[src/rtl/isa_pkg.sv]
// -----------------------------------------------------------------------------
// isa_pkg
// Shared definitions for the instruction fetch path:
//   - 8-bit opcode constants of the ISA
//   - fetch FSM state encoding (fetch_state_t)
//   - is_branch(): classifies the opcodes that the fetch unit resolves itself
// No ports (package).
// -----------------------------------------------------------------------------
package isa_pkg;

   localparam logic [7:0] OP_NOP  = 8'd2;
   localparam logic [7:0] OP_LDAC = 8'd3;
   localparam logic [7:0] OP_STAC = 8'd4;
   localparam logic [7:0] OP_MVAC = 8'd5;
   localparam logic [7:0] OP_MOVR = 8'd6;
   localparam logic [7:0] OP_CLAC = 8'd7;
   localparam logic [7:0] OP_ADD  = 8'd8;
   localparam logic [7:0] OP_SUB  = 8'd9;
   localparam logic [7:0] OP_AND  = 8'd10;
   localparam logic [7:0] OP_OR   = 8'd11;
   localparam logic [7:0] OP_XOR  = 8'd12;
   localparam logic [7:0] OP_NOT  = 8'd13;
   localparam logic [7:0] OP_INAC = 8'd19;
   localparam logic [7:0] OP_JUMP = 8'd29;
   localparam logic [7:0] OP_JMPZ = 8'd32;
   localparam logic [7:0] OP_JMNZ = 8'd37;

   typedef enum logic [3:0] {
      ST_IDLE,
      ST_ADDR,
      ST_DATA,
      ST_DECODE,
      ST_OPADDR,
      ST_OPDATA,
      ST_BRWAIT,
      ST_ISSUE,
      ST_HALT
   } fetch_state_t;

   function automatic logic is_branch(input logic [7:0] op);
      return (op == OP_JUMP) || (op == OP_JMPZ) || (op == OP_JMNZ);
   endfunction

endpackage

[src/rtl/instr_fetch_unit_branch_resolve.sv]
// -----------------------------------------------------------------------------
// branch_resolve
// Combinational branch decision for JUMP / JMPZ / JMNZ.
// Ports:
//   opcode   in  8  branch opcode held in the IR
//   z_flag   in  1  ALU zero flag (sampled by the caller when exec_idle is seen)
//   target   in  8  operand byte fetched after the opcode
//   ptr      in  8  address of the branch opcode
//   next_ptr out 8  target when taken, otherwise ptr+2 (8-bit wrap)
// -----------------------------------------------------------------------------
module branch_resolve
   import isa_pkg::*;
(
   input  logic [7:0] opcode,
   input  logic       z_flag,
   input  logic [7:0] target,
   input  logic [7:0] ptr,
   output logic [7:0] next_ptr
);

   logic taken;

   always_comb begin
      taken = 1'b0;
      case (opcode)
         OP_JUMP: taken = 1'b1;
         OP_JMPZ: taken = z_flag;
         OP_JMNZ: taken = ~z_flag;
         default: taken = 1'b0;
      endcase
   end

   // Not-taken skips both the opcode and its operand byte.
   assign next_ptr = taken ? target : (ptr + 8'd2);

endmodule

[src/rtl/instr_fetch_unit.sv]
// -----------------------------------------------------------------------------
// instr_fetch_unit
// Owns the PC, reads the registered IRAM, resolves JUMP/JMPZ/JMNZ locally and
// hands every other opcode to the control unit over a valid/ready handshake.
// Optional feature macro: IFU_RETIRE_COUNT_EN (adds retire_cnt output).
// Ports:
//   clk          in   1  system clock
//   rst_n        in   1  asynchronous active-low reset
//   start        in   1  begin fetching at RESET_PC (accepted in IDLE/HALT only)
//   rom_addr     out  8  IRAM address (always the registered fetch pointer)
//   rom_dout     in   8  IRAM data, valid one cycle after rom_addr is sampled
//   instr        out  8  opcode to the control unit
//   instr_valid  out  1  instr is valid
//   instr_ready  in   1  control unit accepts instr
//   exec_idle    in   1  last accepted instruction finished, z_flag settled
//   z_flag       in   1  ALU zero flag
//   pc           out  8  opcode address of the instruction held/issued
//   halted       out  1  fetch stopped (NOP or fault)
//   fault        out  1  fetch address out of range
//   retire_cnt   out 16  (IFU_RETIRE_COUNT_EN only) saturating retire count
// -----------------------------------------------------------------------------
module instr_fetch_unit
   import isa_pkg::*;
#(
   parameter int unsigned ROM_DEPTH   = 121,
   parameter logic [7:0]  RESET_PC    = 8'd0,
   parameter bit          HALT_ON_NOP = 1'b1
) (
   input  logic        clk,
   input  logic        rst_n,
   input  logic        start,
   output logic [7:0]  rom_addr,
   input  logic [7:0]  rom_dout,
   output logic [7:0]  instr,
   output logic        instr_valid,
   input  logic        instr_ready,
   input  logic        exec_idle,
   input  logic        z_flag,
   output logic [7:0]  pc,
   output logic        halted,
   output logic        fault
`ifdef IFU_RETIRE_COUNT_EN
   ,
   output logic [15:0] retire_cnt
`endif
);

   fetch_state_t state;
   logic [7:0]   fetch_ptr;   // drives rom_addr directly
   logic [7:0]   pc_q;        // opcode address of the current instruction
   logic [7:0]   ir;          // captured opcode
   logic [7:0]   tgt;         // captured branch operand
   logic [7:0]   instr_q;
   logic         valid_q;
   logic         halted_q;
   logic         fault_q;
   logic [7:0]   pc_inc;
   logic [7:0]   br_next;

   function automatic logic in_range(input logic [7:0] a);
      return ({24'd0, a} < ROM_DEPTH);
   endfunction

   assign pc_inc = pc_q + 8'd1;

   branch_resolve u_branch_resolve (
      .opcode   (ir),
      .z_flag   (z_flag),
      .target   (tgt),
      .ptr      (pc_q),
      .next_ptr (br_next)
   );

   // Every transition into ADDR/OPADDR is gated by in_range(); an out-of-range
   // address goes straight to HALT and fetch_ptr keeps its old value, so the
   // faulting address never reaches the IRAM.
   always_ff @(posedge clk or negedge rst_n) begin
      if (!rst_n) begin
         state     <= ST_IDLE;
         fetch_ptr <= RESET_PC;
         pc_q      <= RESET_PC;
         ir        <= '0;
         tgt       <= '0;
         instr_q   <= '0;
         valid_q   <= 1'b0;
         halted_q  <= 1'b0;
         fault_q   <= 1'b0;
      end else begin
         unique case (state)
            ST_IDLE, ST_HALT: begin
               if (start) begin
                  pc_q <= RESET_PC;
                  if (in_range(RESET_PC)) begin
                     halted_q  <= 1'b0;
                     fault_q   <= 1'b0;
                     fetch_ptr <= RESET_PC;
                     state     <= ST_ADDR;
                  end else begin
                     halted_q <= 1'b1;
                     fault_q  <= 1'b1;
                     state    <= ST_HALT;
                  end
               end
            end
            ST_ADDR: begin
               state <= ST_DATA;
            end
            ST_DATA: begin
               ir    <= rom_dout;
               state <= ST_DECODE;
            end
            ST_DECODE: begin
               if (is_branch(ir)) begin
                  if (in_range(pc_inc)) begin
                     fetch_ptr <= pc_inc;
                     state     <= ST_OPADDR;
                  end else begin
                     halted_q <= 1'b1;
                     fault_q  <= 1'b1;
                     state    <= ST_HALT;
                  end
               end else if (HALT_ON_NOP && (ir == OP_NOP)) begin
                  halted_q <= 1'b1;
                  state    <= ST_HALT;
               end else begin
                  instr_q <= ir;
                  valid_q <= 1'b1;
                  state   <= ST_ISSUE;
               end
            end
            ST_OPADDR: begin
               state <= ST_OPDATA;
            end
            ST_OPDATA: begin
               tgt   <= rom_dout;
               state <= ST_BRWAIT;
            end
            ST_BRWAIT: begin
               // z_flag is only trusted once the control unit reports idle.
               if (exec_idle) begin
                  if (in_range(br_next)) begin
                     fetch_ptr <= br_next;
                     pc_q      <= br_next;
                     state     <= ST_ADDR;
                  end else begin
                     halted_q <= 1'b1;
                     fault_q  <= 1'b1;
                     state    <= ST_HALT;
                  end
               end
            end
            ST_ISSUE: begin
               if (instr_ready) begin
                  valid_q <= 1'b0;
                  if (in_range(pc_inc)) begin
                     fetch_ptr <= pc_inc;
                     pc_q      <= pc_inc;
                     state     <= ST_ADDR;
                  end else begin
                     halted_q <= 1'b1;
                     fault_q  <= 1'b1;
                     state    <= ST_HALT;
                  end
               end
            end
            default: begin
               state <= ST_IDLE;
            end
         endcase
      end
   end

   assign rom_addr    = fetch_ptr;
   assign instr       = instr_q;
   assign instr_valid = valid_q;
   assign pc          = pc_q;
   assign halted      = halted_q;
   assign fault       = fault_q;

`ifdef IFU_RETIRE_COUNT_EN
   logic [15:0] retire_q;

   always_ff @(posedge clk or negedge rst_n) begin
      if (!rst_n) begin
         retire_q <= '0;
      end else if (((state == ST_IDLE) || (state == ST_HALT)) && start) begin
         retire_q <= '0;
      end else if (((state == ST_ISSUE) && instr_ready) ||
                   ((state == ST_BRWAIT) && exec_idle)) begin
         if (retire_q != 16'hFFFF) begin
            retire_q <= retire_q + 16'd1;
         end
      end
   end

   assign retire_cnt = retire_q;
`endif

endmodule

[config.mk]
export PLATFORM = sky130hd
export DESIGN_NAME = instr_fetch_unit
export DESIGN_NICKNAME = d
export VERILOG_FILES = /design/src/rtl/isa_pkg.sv /design/src/rtl/instr_fetch_unit_branch_resolve.sv /design/src/rtl/instr_fetch_unit.sv
export SDC_FILE = /design/constraint.sdc
export NUM_CORES = 1
export LEC_CHECK = 0
export ABC_CLOCK_PERIOD_IN_PS = 2650
export BUFFER_PORTS_ARGS = -buffer_cell sky130_fd_sc_hd__buf_2
export CAP_MARGIN = 5
export CORE_MARGIN = 1.5
export CORE_UTILIZATION = 25
export DETAILED_ROUTE_END_ITERATION = 10
export GPL_ROUTABILITY_DRIVEN = 0
export PLACE_DENSITY = 0.45
export SLEW_MARGIN = 15
export SYNTH_ARGS = -nofsm -noshare
export SYNTH_HDL_FRONTEND = slang
export SYNTH_SLANG_ARGS = --single-unit
export TNS_END_PERCENT = 1
[constraint.sdc]
create_clock -name clk -period 2.65 [get_ports clk]
set_input_delay 0.1325 -clock clk [delete_from_list [all_inputs] [get_ports clk]]
set_output_delay 0.1325 -clock clk [all_outputs]
set_load 0.005 [all_outputs]
==> impl_metrics.tcl, run 1 <==
set metrics [dict create \
    ys_seq_area_share_pct 44.3 \
    tritoncts "yes" \
    leak_uw 0.00143 \
    path_max_fanout 5 \
    startpoint_type "flop" \
    antennaDiodeCount 0 \
    floorplan.die.width_um 106 \
    post-route-drc-count 0 \
    synth_top_cell_by_area "sky130_fd_sc_hd__dfrtp_1" \
    dp.final_hpwl_um 5170 \
    ff2ff_setup_slack_ps 180 \
    drt_first_pass_iters 4 \
    final_hold_viols 0 \
    final-setup-viol-count 0 \
    run_status "completed" \
    postSynthNetCount 267 \
    die_height_um 106 \
    postSynth.topFlopCell "sky130_fd_sc_hd__dfrtp_1" \
    critPathSlowestCell "sky130_fd_sc_hd__or4_4" \
    worst_max_slew_margin_expressed_relative_to_the_limit_pct 50.8 \
    worstMarginPinSlew_ps 738 \
    netlist_area_mm2 0.00266 \
    critPathMaxStageDelay_ps 470 \
    overflow 0 \
    first_iter_violations 96 \
    ctsHtreeMaxLevel 2 \
    synth_edf_count 0 \
    port_buffers 40 \
    clock_insertion_delay_worst_skew_ps 310 \
    avgRoutedWirePerCell_um 15.2 \
    postCtsSetupBuffers 0 \
    core_area_mm2 0.0103 \
    synthDominantCellAreaShare_pct 44.3 \
    final.setup_skew_ps 11.6 \
    timing.critical_path.arrival_ps 2690 \
    clockPowerShare_pct 15.4 \
    share_seq_of_total_power_pct 39.4 \
    period_share_pct 93.1 \
    io-pin-count 41 \
    grt_first_pass_wirelength_um 10800 \
    rsz0062_at_grt "no" \
    ys_seq_elements 47 \
    starting_density_pct 25.7 \
    maximum_number_of_pins_on_one_net_before_global_route_repair 30 \
    async_reset_ff_share_pct 100 \
    fin_tns_setup_ps 0 \
    finalCriticalPeriod_ps 2470 \
    cell_area_power_density_mw_per_mm2 957 \
    cp_data_required_time_ps 2870 \
    timing.final.max_slew_violations 0 \
    most_used_standard_cell_by_instance_count_after_synthesis "sky130_fd_sc_hd__dfrtp_1" \
    die_area_mm2 0.0113 \
    number_of_nets_in_the_finished_design 323 \
    yosysUniqueCellTypes 60 \
    internal-power_uw 1890 \
    timing.fmax_ghz 0.405 \
    fp-row-count 37 \
    synth.avg_cell_area_um2 10.6 \
    detail_route.wirelength_um 6740 \
    grt_antenna_before_repair 0 \
    cts_inserted_buffers 5 \
    first_global_vias 2015 \
    antenna_left 0 \
    synth_area_leaders "sky130_fd_sc_hd__dfrtp_1 44%, sky130_fd_sc_hd__mux2_2 9.3%, sky130_fd_sc_hd__mux2i_1 3.0%" \
    syn2layout_area_growth_pct 21.8 \
    total_number_of_vias 2072 \
    swShare_pct 39.1 \
    max_cap_viol_count 0 \
    netSwitchingPower_uw 1210 \
    syn_inst 251 \
    clk_transition_reported_paths_ps 110 \
    comb_power_share_pct 45.2 \
    grt.total_usage_pct 12.4 \
    vias_per_cell 4.67 \
    drive_gt1_share_pct 36.7 \
    yosysWarningCount 0 \
    timing.hold.worst.class "in2reg" \
    clock_sinks 47 \
    power.total_uw 3100 \
    timing_worst_setup_path_type "reg2reg" \
    root_buffer "sky130_fd_sc_hd__clkbuf_8" \
    vdd_ir_drop_max_mv 0.341 \
    timing.critical_path.to_type "flop" \
    most_frequent_cells_after_synthesis "47 x sky130_fd_sc_hd__dfrtp_1, 22 x sky130_fd_sc_hd__mux2_2, 21 x sky130_fd_sc_hd__nand2_1" \
    timing.critical_path.cells "ha_1 > inv_1 > or4_4 > xor2_1 > a311oi_4 > o21bai_2 > buf_4 > mux2i_1" \
    max-clock-path-buffers 2 \
]
==> worst max-delay path, delay by kind of cell (launching register included) <==
family / cells / cell delay (ps)
mux: 1 / 200
flops: 1 / 380
xor+xnor: 1 / 200
buf+inv: 2 / 260
fa+ha+maj: 1 / 210
simple gates: 1 / 470
compound gates: 2 / 660
==> timing repair <==
| action | in CTS | in global routing |
|---|---|---|
| hold buffers | 1 | 0 |
| endpoints found under the hold margin | 28 | 0 |
| gates resized for setup | 0 | 3 |
| endpoints found under the setup margin | 0 | 8 |
==> power by group through the flow <==
| stage | registers (uW) | logic (uW) | clock network, uW |
|---|---|---|---|
| floorplan | 1170 | 981 | 0 |
| global placement | 1240 | 1400 | 0 |
| detailed placement | 1240 | 1400 | 0 |
| CTS | 1230 | 1410 | 504 |
| global route | 1270 | 1540 | 525 |
| finish | 1220 | 1400 | 476 |
==> state kept, by name (all words and copies together), names as in the netlist <==
name,flops
fault,1
halted,1
instr,8
instr_valid,1
ir,8
pc,8
rom_addr,8
state,4
tgt,8
==> layer usage <==
| metal | up-vias | track usage, % | part of all wire [%] |
|---|---|---|---|
| met2 | 28 | 19.3 | 47 |
| met4 | 0 | 2.99 | 0.99 |
| met3 | 6 | 2.39 | 2.4 |
| li1 | 1029 | - | - |
| met1 | 1009 | 17.8 | 50 |
| met5 | - | 0 | 0 |
==> path summary, 6_finish.rpt <==
check                                          endpoint               start  cells past startpoint
worst max-delay path                  pc[3]$_DFFE_PN0P_   pc[1]$_DFFE_PN0P_                      8
min in group asynchronous       rom_addr[4]$_DFFE_PN0P_               rst_n                      2
max in group asynchronous             pc[2]$_DFFE_PN0P_               rst_n                      3
worst min-delay path            instr_valid$_DFFE_PN0P_         instr_ready                      2
worst min register to register       halted$_DFFE_PN0P_  halted$_DFFE_PN0P_                      1
worst max register to register        pc[3]$_DFFE_PN0P_   pc[1]$_DFFE_PN0P_                      8
==> through the flow <==
| stage | cell area (um^2) | hold slack (ps) | std cells | worst slack (ps) | util, % |
|---|---|---|---|---|---|
| 2_1_floorplan | 2660 | -163 | 251 | 73.4 | - |
| 3_3_place_gp | 3110 | 222 | 435 | 147 | 30.2 |
| 3_5_place_dp | 3110 | 229 | 435 | 63.8 | 30.2 |
| 4_1_cts | 3220 | 8.67 | 444 | 22.3 | 31.2 |
| 5_1_grt | 3240 | 25.7 | 444 | 28.6 | 31.3 |
| 6_report | 3240 | 25.8 | 444 | 184 | 31.3 |
==> layout by cell type (no fill, tap or decap), types with 3 or more instances in the layout <==
master,count
sky130_fd_sc_hd__dfrtp_1,47
sky130_fd_sc_hd__mux2_4,4
sky130_fd_sc_hd__mux2_1,3
sky130_fd_sc_hd__nor2_1,15
sky130_fd_sc_hd__xnor2_1,8
sky130_fd_sc_hd__a21oi_1,10
sky130_fd_sc_hd__a31oi_1,3
sky130_fd_sc_hd__nor2b_1,4
sky130_fd_sc_hd__and3_1,3
sky130_fd_sc_hd__mux2i_1,8
sky130_fd_sc_hd__nand4_1,5
sky130_fd_sc_hd__inv_1,8
sky130_fd_sc_hd__o21ai_0,4
sky130_fd_sc_hd__nand3_1,9
sky130_fd_sc_hd__clkbuf_8,5
sky130_fd_sc_hd__o211ai_1,5
sky130_fd_sc_hd__mux2_2,22
sky130_fd_sc_hd__buf_4,22
sky130_fd_sc_hd__buf_2,40
sky130_fd_sc_hd__nor3_1,6
sky130_fd_sc_hd__nand2_1,21
==> area by class of cell <==
type | count | area [um^2]
inverters | 11 | 41.3
repair buffers | 63 | 375
fillers | 1069 | 7090
clock buffers | 5 | 68.8
clock inverters | 3 | 26.3
well taps | 136 | 170
flip-flops and latches | 47 | 1180
multi-input cells | 179 | 1380
==> cell families (layout without fill, tap and decap cells) <==
kind of cell             count (synthesis)  after routing  synth area share [%]
AO/OA/AOI/OAI                           46             46                  13.1
XOR/XNOR                                10             10                  3.30
adder cells (fa/ha/maj)                  2              2                 0.942
buffers and inverters                   25             82                  4.52
flip-flops                              47             47                  44.3
multiplexers                            37             37                  15.9
AND/OR/NAND/NOR                         84             84                  17.9
Power figures use the tool's default switching activity.
==> run 2, diff against run 1 <==
PLACE_DENSITY = 0.54   (was 0.45)
==> impl_metrics.tcl, run 2 (synthesis results as in run 1) <==
set metrics [dict create \
    port_buffers 40 \
    final.setup_skew_ps 9.93 \
    antennaDiodeCount 0 \
    n_fill_cell 1093 \
    tritoncts "yes" \
    timing.critical_path.cells "ha_1 > inv_1 > or4_4 > xor2_1 > a311oi_4 > buf_4 > nor3b_4 > buf_4 > mux2_4" \
    clock_insertion_delay_worst_skew_ps 300 \
    path_common_cell "sky130_fd_sc_hd__buf_4" \
    vdd_ir_drop_max_mv 0.340 \
    timing.fmax_ghz 0.402 \
    critical_path.n_buffers_inverters 3 \
    core_area_mm2 0.0103 \
    worstMarginPinSlew_ps 480 \
    multi_input_comb_area_mm2 0.00136 \
    avgRoutedWirePerCell_um 14.8 \
    drive_gt1_share_pct 36.0 \
    starting_density_pct 25.7 \
    cts_inserted_buffers 5 \
    first_iter_violations 46 \
    die_height_um 106 \
    timing.critical_path.arrival_ps 2670 \
    number_of_nets_in_the_finished_design 323 \
    max_cap_viol_count 0 \
    path_max_fanout 8 \
    startpoint_type "flop" \
    syn2layout_area_growth_pct 21.6 \
    detail_route.wirelength_um 6560 \
    critPathSlowestCell "sky130_fd_sc_hd__or4_4" \
    cell_area_after_layout_mm2 0.00323 \
    timing.hold.worst.class "in2reg" \
    fp-row-count 37 \
    antenna_left 0 \
    clock_sinks 47 \
    overflow 0 \
    layout_common_cells "47 x sky130_fd_sc_hd__dfrtp_1, 40 x sky130_fd_sc_hd__buf_2, 22 x sky130_fd_sc_hd__mux2_2, 22 x sky130_fd_sc_hd__buf_4, 21 x sky130_fd_sc_hd__nand2_1" \
    total_number_of_vias 2107 \
    post-route-drc-count 0 \
    ctsHtreeMaxLevel 2 \
    root_buffer "sky130_fd_sc_hd__clkbuf_8" \
    maximum_number_of_pins_on_one_net_before_global_route_repair 31 \
    timing.final.max_slew_violations 0 \
    die_area_mm2 0.0113 \
    critPathMaxStageDelay_ps 470 \
    vias_per_cell 4.75 \
    power.total_uw 3070 \
    clk_transition_reported_paths_ps 100 \
    cell_area_power_density_mw_per_mm2 951 \
    grt_antenna_before_repair 0 \
    register_area_mm2 0.00118 \
    run_status "completed" \
    grt.total_usage_pct 12.6 \
    final_hold_viols 0 \
    leak_uw 0.00143 \
    fin_tns_setup_ps 0 \
    period_share_pct 94.0 \
    cp_data_required_time_ps 2840 \
    grt_first_pass_wirelength_um 11200 \
    most_common_library_cell_in_the_layout_ignoring_fill_and_taps "sky130_fd_sc_hd__dfrtp_1" \
    rsz0062_at_grt "no" \
    timing_worst_setup_path_type "reg2reg" \
    finalCriticalPeriod_ps 2490 \
    dp.final_hpwl_um 5070 \
    final-setup-viol-count 0 \
    floorplan.die.width_um 106 \
    worst_max_slew_margin_expressed_relative_to_the_limit_pct 67.8 \
    timing.critical_path.to_type "flop" \
    placed_cell_area_mm2 0.00311 \
    max-clock-path-buffers 2 \
    first_global_vias 2159 \
    io-pin-count 41 \
    cell_family_contributing_the_most_delay_on_the_critical_path "simple AND/OR/NAND/NOR gates" \
    drt_first_pass_iters 4 \
]
run 2: cell count changes in the layout (fill, tap and decap cells not counted), sizes merged:
cell      before  now
clkbuf         5    7
inv           12   10
clkinv         2    1
clkinvlp       0    1
run 2: final cells by class:
class                      count  share of cell area (%)
clock buffer                   7                    2.98
clock inverter                 1                   0.232
inverter                      11                    1.28
multi-input combinational    179                    42.2
sequential                    47                    36.4
tap                          136                    5.27
timing repair buffer          63                    11.6
run 2: worst register-to-register path, stage by stage (launching register included):
cell and delay (ps):
sky130_fd_sc_hd__dfrtp_1 420, sky130_fd_sc_hd__ha_1 190, sky130_fd_sc_hd__inv_1 40, sky130_fd_sc_hd__or4_4 470, sky130_fd_sc_hd__xor2_1 290, sky130_fd_sc_hd__a311oi_4 130, sky130_fd_sc_hd__buf_4 170, sky130_fd_sc_hd__nor3b_4 150
sky130_fd_sc_hd__buf_4 210, sky130_fd_sc_hd__mux2_4 310
run 2: where the power goes:
| group | internal [uW] | switching (uW) | leakage, uW |
|---|---|---|---|
| registers | 975 | 265 | 0.000595 |
| logic | 692 | 652 | 0.000780 |
| clock network | 238 | 251 | 0.0000505 |
run 2: worst paths after layout:
check | cells past startpoint | end | start | slack (ps)
worst max register to register | 9 | rom_addr[1]$_DFFE_PN0P_ | pc[2]$_DFFE_PN0P_ | 160
max in group asynchronous | 3 | tgt[4]$_DFFE_PN0P_ | rst_n | 1590
min in group asynchronous | 2 | rom_addr[4]$_DFFE_PN0P_ | rst_n | 290
worst max-delay path | 9 | rom_addr[1]$_DFFE_PN0P_ | pc[2]$_DFFE_PN0P_ | 160
worst min-delay path | 2 | instr_valid$_DFFE_PN0P_ | instr_ready | 40
worst min register to register | 1 | halted$_DFFE_PN0P_ | halted$_DFFE_PN0P_ | 480
run 2: timing repair:
action                                 in CTS  in global routing
setup buffers                               0                  0
resized for setup                           0                  1
hold buffers                                1                  0
endpoints found under the hold margin      17                  0
setup endpoints to repair                   0                  6
run 2: through the flow:
| step | setup slack (ps) | utilization, % | instances | hold WS (ps) |
|---|---|---|---|---|
| detailed placement | 89.4 | 30.2 | 435 | 114 |
| global route | 3.17 | 31.3 | 444 | 36.8 |
| finish | 160 | 31.3 | 444 | 38.4 |
| floorplan | 73.4 | - | 251 | -163 |
| CTS | 60.1 | 31.3 | 444 | 33.0 |
| global placement | 112 | 30.2 | 435 | 103 |
run 2: metal layers:
metal | global-route usage [%] | vias to the layer above | wire, um
met5 | 0 | - | 0
met4 | 3.09 | 0 | 51
met3 | 2.64 | 5 | 290
met2 | 19.0 | 54 | 2890
met1 | 18.3 | 1027 | 3330
li1 | - | 1021 | -
==> run 3, diff against run 2 <==
ABC_AREA = 1   (was not set)
MAX_ROUTING_LAYER = met4   (was not set)
==> impl_metrics.tcl, run 3 <==
set metrics [dict create \
    run_status "completed" \
    comb_power_share_pct 46.4 \
    tritoncts "yes" \
    cell_area_after_layout_mm2 0.00325 \
    timing.critical_path.arrival_ps 2500 \
    post_cts_resized 0 \
    critPathMaxStageDelay_ps 430 \
    post-route-drc-count 0 \
    clock_insertion_delay_worst_skew_ps 300 \
    clockPowerShare_pct 16.9 \
    timing.fmax_ghz 0.434 \
    startpoint_type "flop" \
    yosysUniqueCellTypes 35 \
    placed_cell_area_mm2 0.00312 \
    final-setup-viol-count 0 \
    rsz0062_at_grt "no" \
    die_height_um 108 \
    postSynthNetCount 379 \
    vdd_ir_drop_max_mv 0.262 \
    layout_common_cells "108 x sky130_fd_sc_hd__nand2_1, 47 x sky130_fd_sc_hd__dfrtp_1, 43 x sky130_fd_sc_hd__inv_1" \
    timing_worst_setup_path_type "reg2reg" \
    netlist_area_mm2 0.00274 \
    max-clock-path-buffers 2 \
    swShare_pct 44.3 \
    die_area_mm2 0.0116 \
    grt_first_pass_wirelength_um 11600 \
    yosysWarningCount 0 \
    io-pin-count 41 \
    final.setup_skew_ps 4.36 \
    timing.final.max_slew_violations 0 \
    maximum_number_of_pins_on_one_net_before_global_route_repair 48 \
    synth_adder_area_share_pct 0.912 \
    post_synth_xor_area_fraction_pct 2.55 \
    timing.critical_path.cells "inv_2 > nand3_1 > nor2_2 > inv_2 > or2_1 > o21ai_2 > inv_2 > nand2_2 > nor2_2 > nand2_2 > nor2_4 > nand2_8 > inv_6 > nand2_2 > nand2_1" \
    most_common_library_cell_in_the_layout_ignoring_fill_and_taps "sky130_fd_sc_hd__nand2_1" \
    area_fraction_in_compound_gates_after_synthesis_pct 9.39 \
    timing.hold.worst.class "in2reg" \
    syn2layout_area_growth_pct 18.5 \
    clock_sinks 47 \
    finalCriticalPeriod_ps 2310 \
    path_max_fanout 11 \
    critPathSlowestCell "sky130_fd_sc_hd__dfrtp_1" \
    cell_area_power_density_mw_per_mm2 978 \
    first_iter_violations 139 \
    synth.avg_cell_area_um2 7.56 \
    worst_max_slew_margin_expressed_relative_to_the_limit_pct 59.9 \
    netSwitchingPower_uw 1410 \
    ys_seq_elements 47 \
    drive_gt1_share_pct 21.7 \
    grt_antenna_before_repair 0 \
    total_number_of_vias 2446 \
    internal-power_uw 1770 \
    syn_inst 363 \
    yosys-mux-area-fraction_pct 0.365 \
    main_combinational_cell_family_by_area_after_synthesis "simple AND/OR/NAND/NOR gates" \
    ys_seq_area_share_pct 42.9 \
    antenna_left 0 \
    post_synth_and_or_nand_nor_area_fraction_pct 35.4 \
    number_of_nets_in_the_finished_design 425 \
    most_used_standard_cell_by_instance_count_after_synthesis "sky130_fd_sc_hd__nand2_1" \
    detail_route.wirelength_um 6680 \
    postCtsSetupBuffers 0 \
    port_buffers 40 \
    cts_inserted_buffers 5 \
    synthDominantCellAreaShare_pct 42.9 \
    cp_data_required_time_ps 2850 \
    synth_top_cell_by_area "sky130_fd_sc_hd__dfrtp_1" \
    root_buffer "sky130_fd_sc_hd__clkbuf_8" \
    core_area_mm2 0.0108 \
    first_global_vias 2447 \
    avgRoutedWirePerCell_um 12.2 \
    timing.critical_path.to_type "flop" \
    final_hold_viols 0 \
    drt_first_pass_iters 4 \
    ctsHoldBuffers 0 \
    postSynth.topFlopCell "sky130_fd_sc_hd__dfrtp_1" \
    grt.total_usage_pct 13.1 \
    starting_density_pct 25.4 \
    worstMarginPinSlew_ps 602 \
    cell_family_contributing_the_most_delay_on_the_critical_path "simple AND/OR/NAND/NOR gates" \
    most_frequent_cells_after_synthesis "108 x sky130_fd_sc_hd__nand2_1, 47 x sky130_fd_sc_hd__dfrtp_1, 43 x sky130_fd_sc_hd__inv_1" \
    period_share_pct 87.0 \
    overflow 0 \
    leak_uw 0.00164 \
    critical_path.n_buffers_inverters 4 \
    synth_area_leaders "sky130_fd_sc_hd__dfrtp_1 43%, sky130_fd_sc_hd__nand2_1 15%, sky130_fd_sc_hd__o21ai_0 6.9%" \
    fp-row-count 38 \
    dp.final_hpwl_um 5190 \
    max_cap_viol_count 0 \
    async_reset_ff_share_pct 100 \
    antennaDiodeCount 0 \
    clk_transition_reported_paths_ps 90 \
    ctsHtreeMaxLevel 2 \
    share_seq_of_total_power_pct 36.7 \
    synth_edf_count 0 \
    fin_tns_setup_ps 0 \
    vias_per_cell 4.45 \
    floorplan.die.width_um 108 \
]
## run 3: cell count changes after synthesis, moves of 10 or more
cell,before,now
sky130_fd_sc_hd__mux2_2,22,0
sky130_fd_sc_hd__nand3_1,9,22
sky130_fd_sc_hd__nand2_2,0,10
sky130_fd_sc_hd__nand4_1,5,17
sky130_fd_sc_hd__nand2_1,21,108
sky130_fd_sc_hd__o21ai_0,4,38
sky130_fd_sc_hd__inv_1,8,43
## run 3: cell type report
type                    instances  area [um^2]
fillers                      1170         7540
well taps                     140          175
clock buffers                   5         68.8
clock inverters                 3         43.8
multi-input cells             256         1330
flip-flops and latches         47         1180
inverters                      54          208
repair buffers                 45          245
## run 3: worst min-delay path, delay by kind of cell
kind            cells  cell delay [ps]
compound gates      1               80
buf+inv             2              150
## run 3: kinds of logic after synthesis
| family | after synthesis |
|---|---|
| xor gates and xnor gates | 8 |
| DFF | 47 |
| and+or+nand+nor | 196 |
| buffers and inverters | 60 |
| muxes | 1 |
| adders and majority gates | 2 |
| AOI/OAI and AO/OA | 49 |
## run 3: metal layers
metal  up-vias  routed length, um  global-route usage [%]
li1       1253                  -                       -
met1      1130               3190                    17.0
met2        51               3120                    20.5
met3        12                244                    2.18
met4         0                136                    5.17
met5         -                  0                       -
## run 3: final timing paths
check | startpoint | to | slack (ps) | cells after the start
hold reg to reg | rom_addr[6]$_DFFE_PN0P_ | rom_addr[6]$_DFFE_PN0P_ | 490 | 2
setup reg to reg | state[3]$_DFFE_PN0P_ | rom_addr[1]$_DFFE_PN0P_ | 340 | 15
min in group asynchronous | rst_n | instr[7]$_DFFE_PN0P_ | 370 | 2
setup / recovery | state[3]$_DFFE_PN0P_ | rom_addr[1]$_DFFE_PN0P_ | 340 | 15
hold / removal | rom_dout[4] | ir[4]$_DFFE_PN0P_ | 90 | 3
max in group asynchronous | rst_n | rom_addr[3]$_DFFE_PN0P_ | 1860 | 2
## run 3: stage by stage
step / std cells / power, uW / worst slack, ps / hold WS [ps] / util (%)
2_1_floorplan: 363 / 2230 / 764 / -163 / -
3_3_place_gp: 540 / 2640 / 402 / 339 / 28.9
3_5_place_dp: 540 / 2660 / 371 / 332 / 28.9
4_1_cts: 548 / 3210 / 354 / 2.10 / 29.9
5_1_grt: 550 / 3500 / 80.2 / 107 / 30.1
6_report: 550 / 3180 / 345 / 93.2 / 30.1
## run 3: power by group through the flow
| stage | combinational, uW | clock, uW | sequential [uW] |
|---|---|---|---|
| after global routing | 1710 | 589 | 1200 |
| final | 1470 | 537 | 1170 |
| after floorplan | 1080 | 0 | 1150 |
| after CTS | 1480 | 561 | 1170 |
| after global placement | 1470 | 0 | 1170 |
| after detailed placement | 1480 | 0 | 1180 |
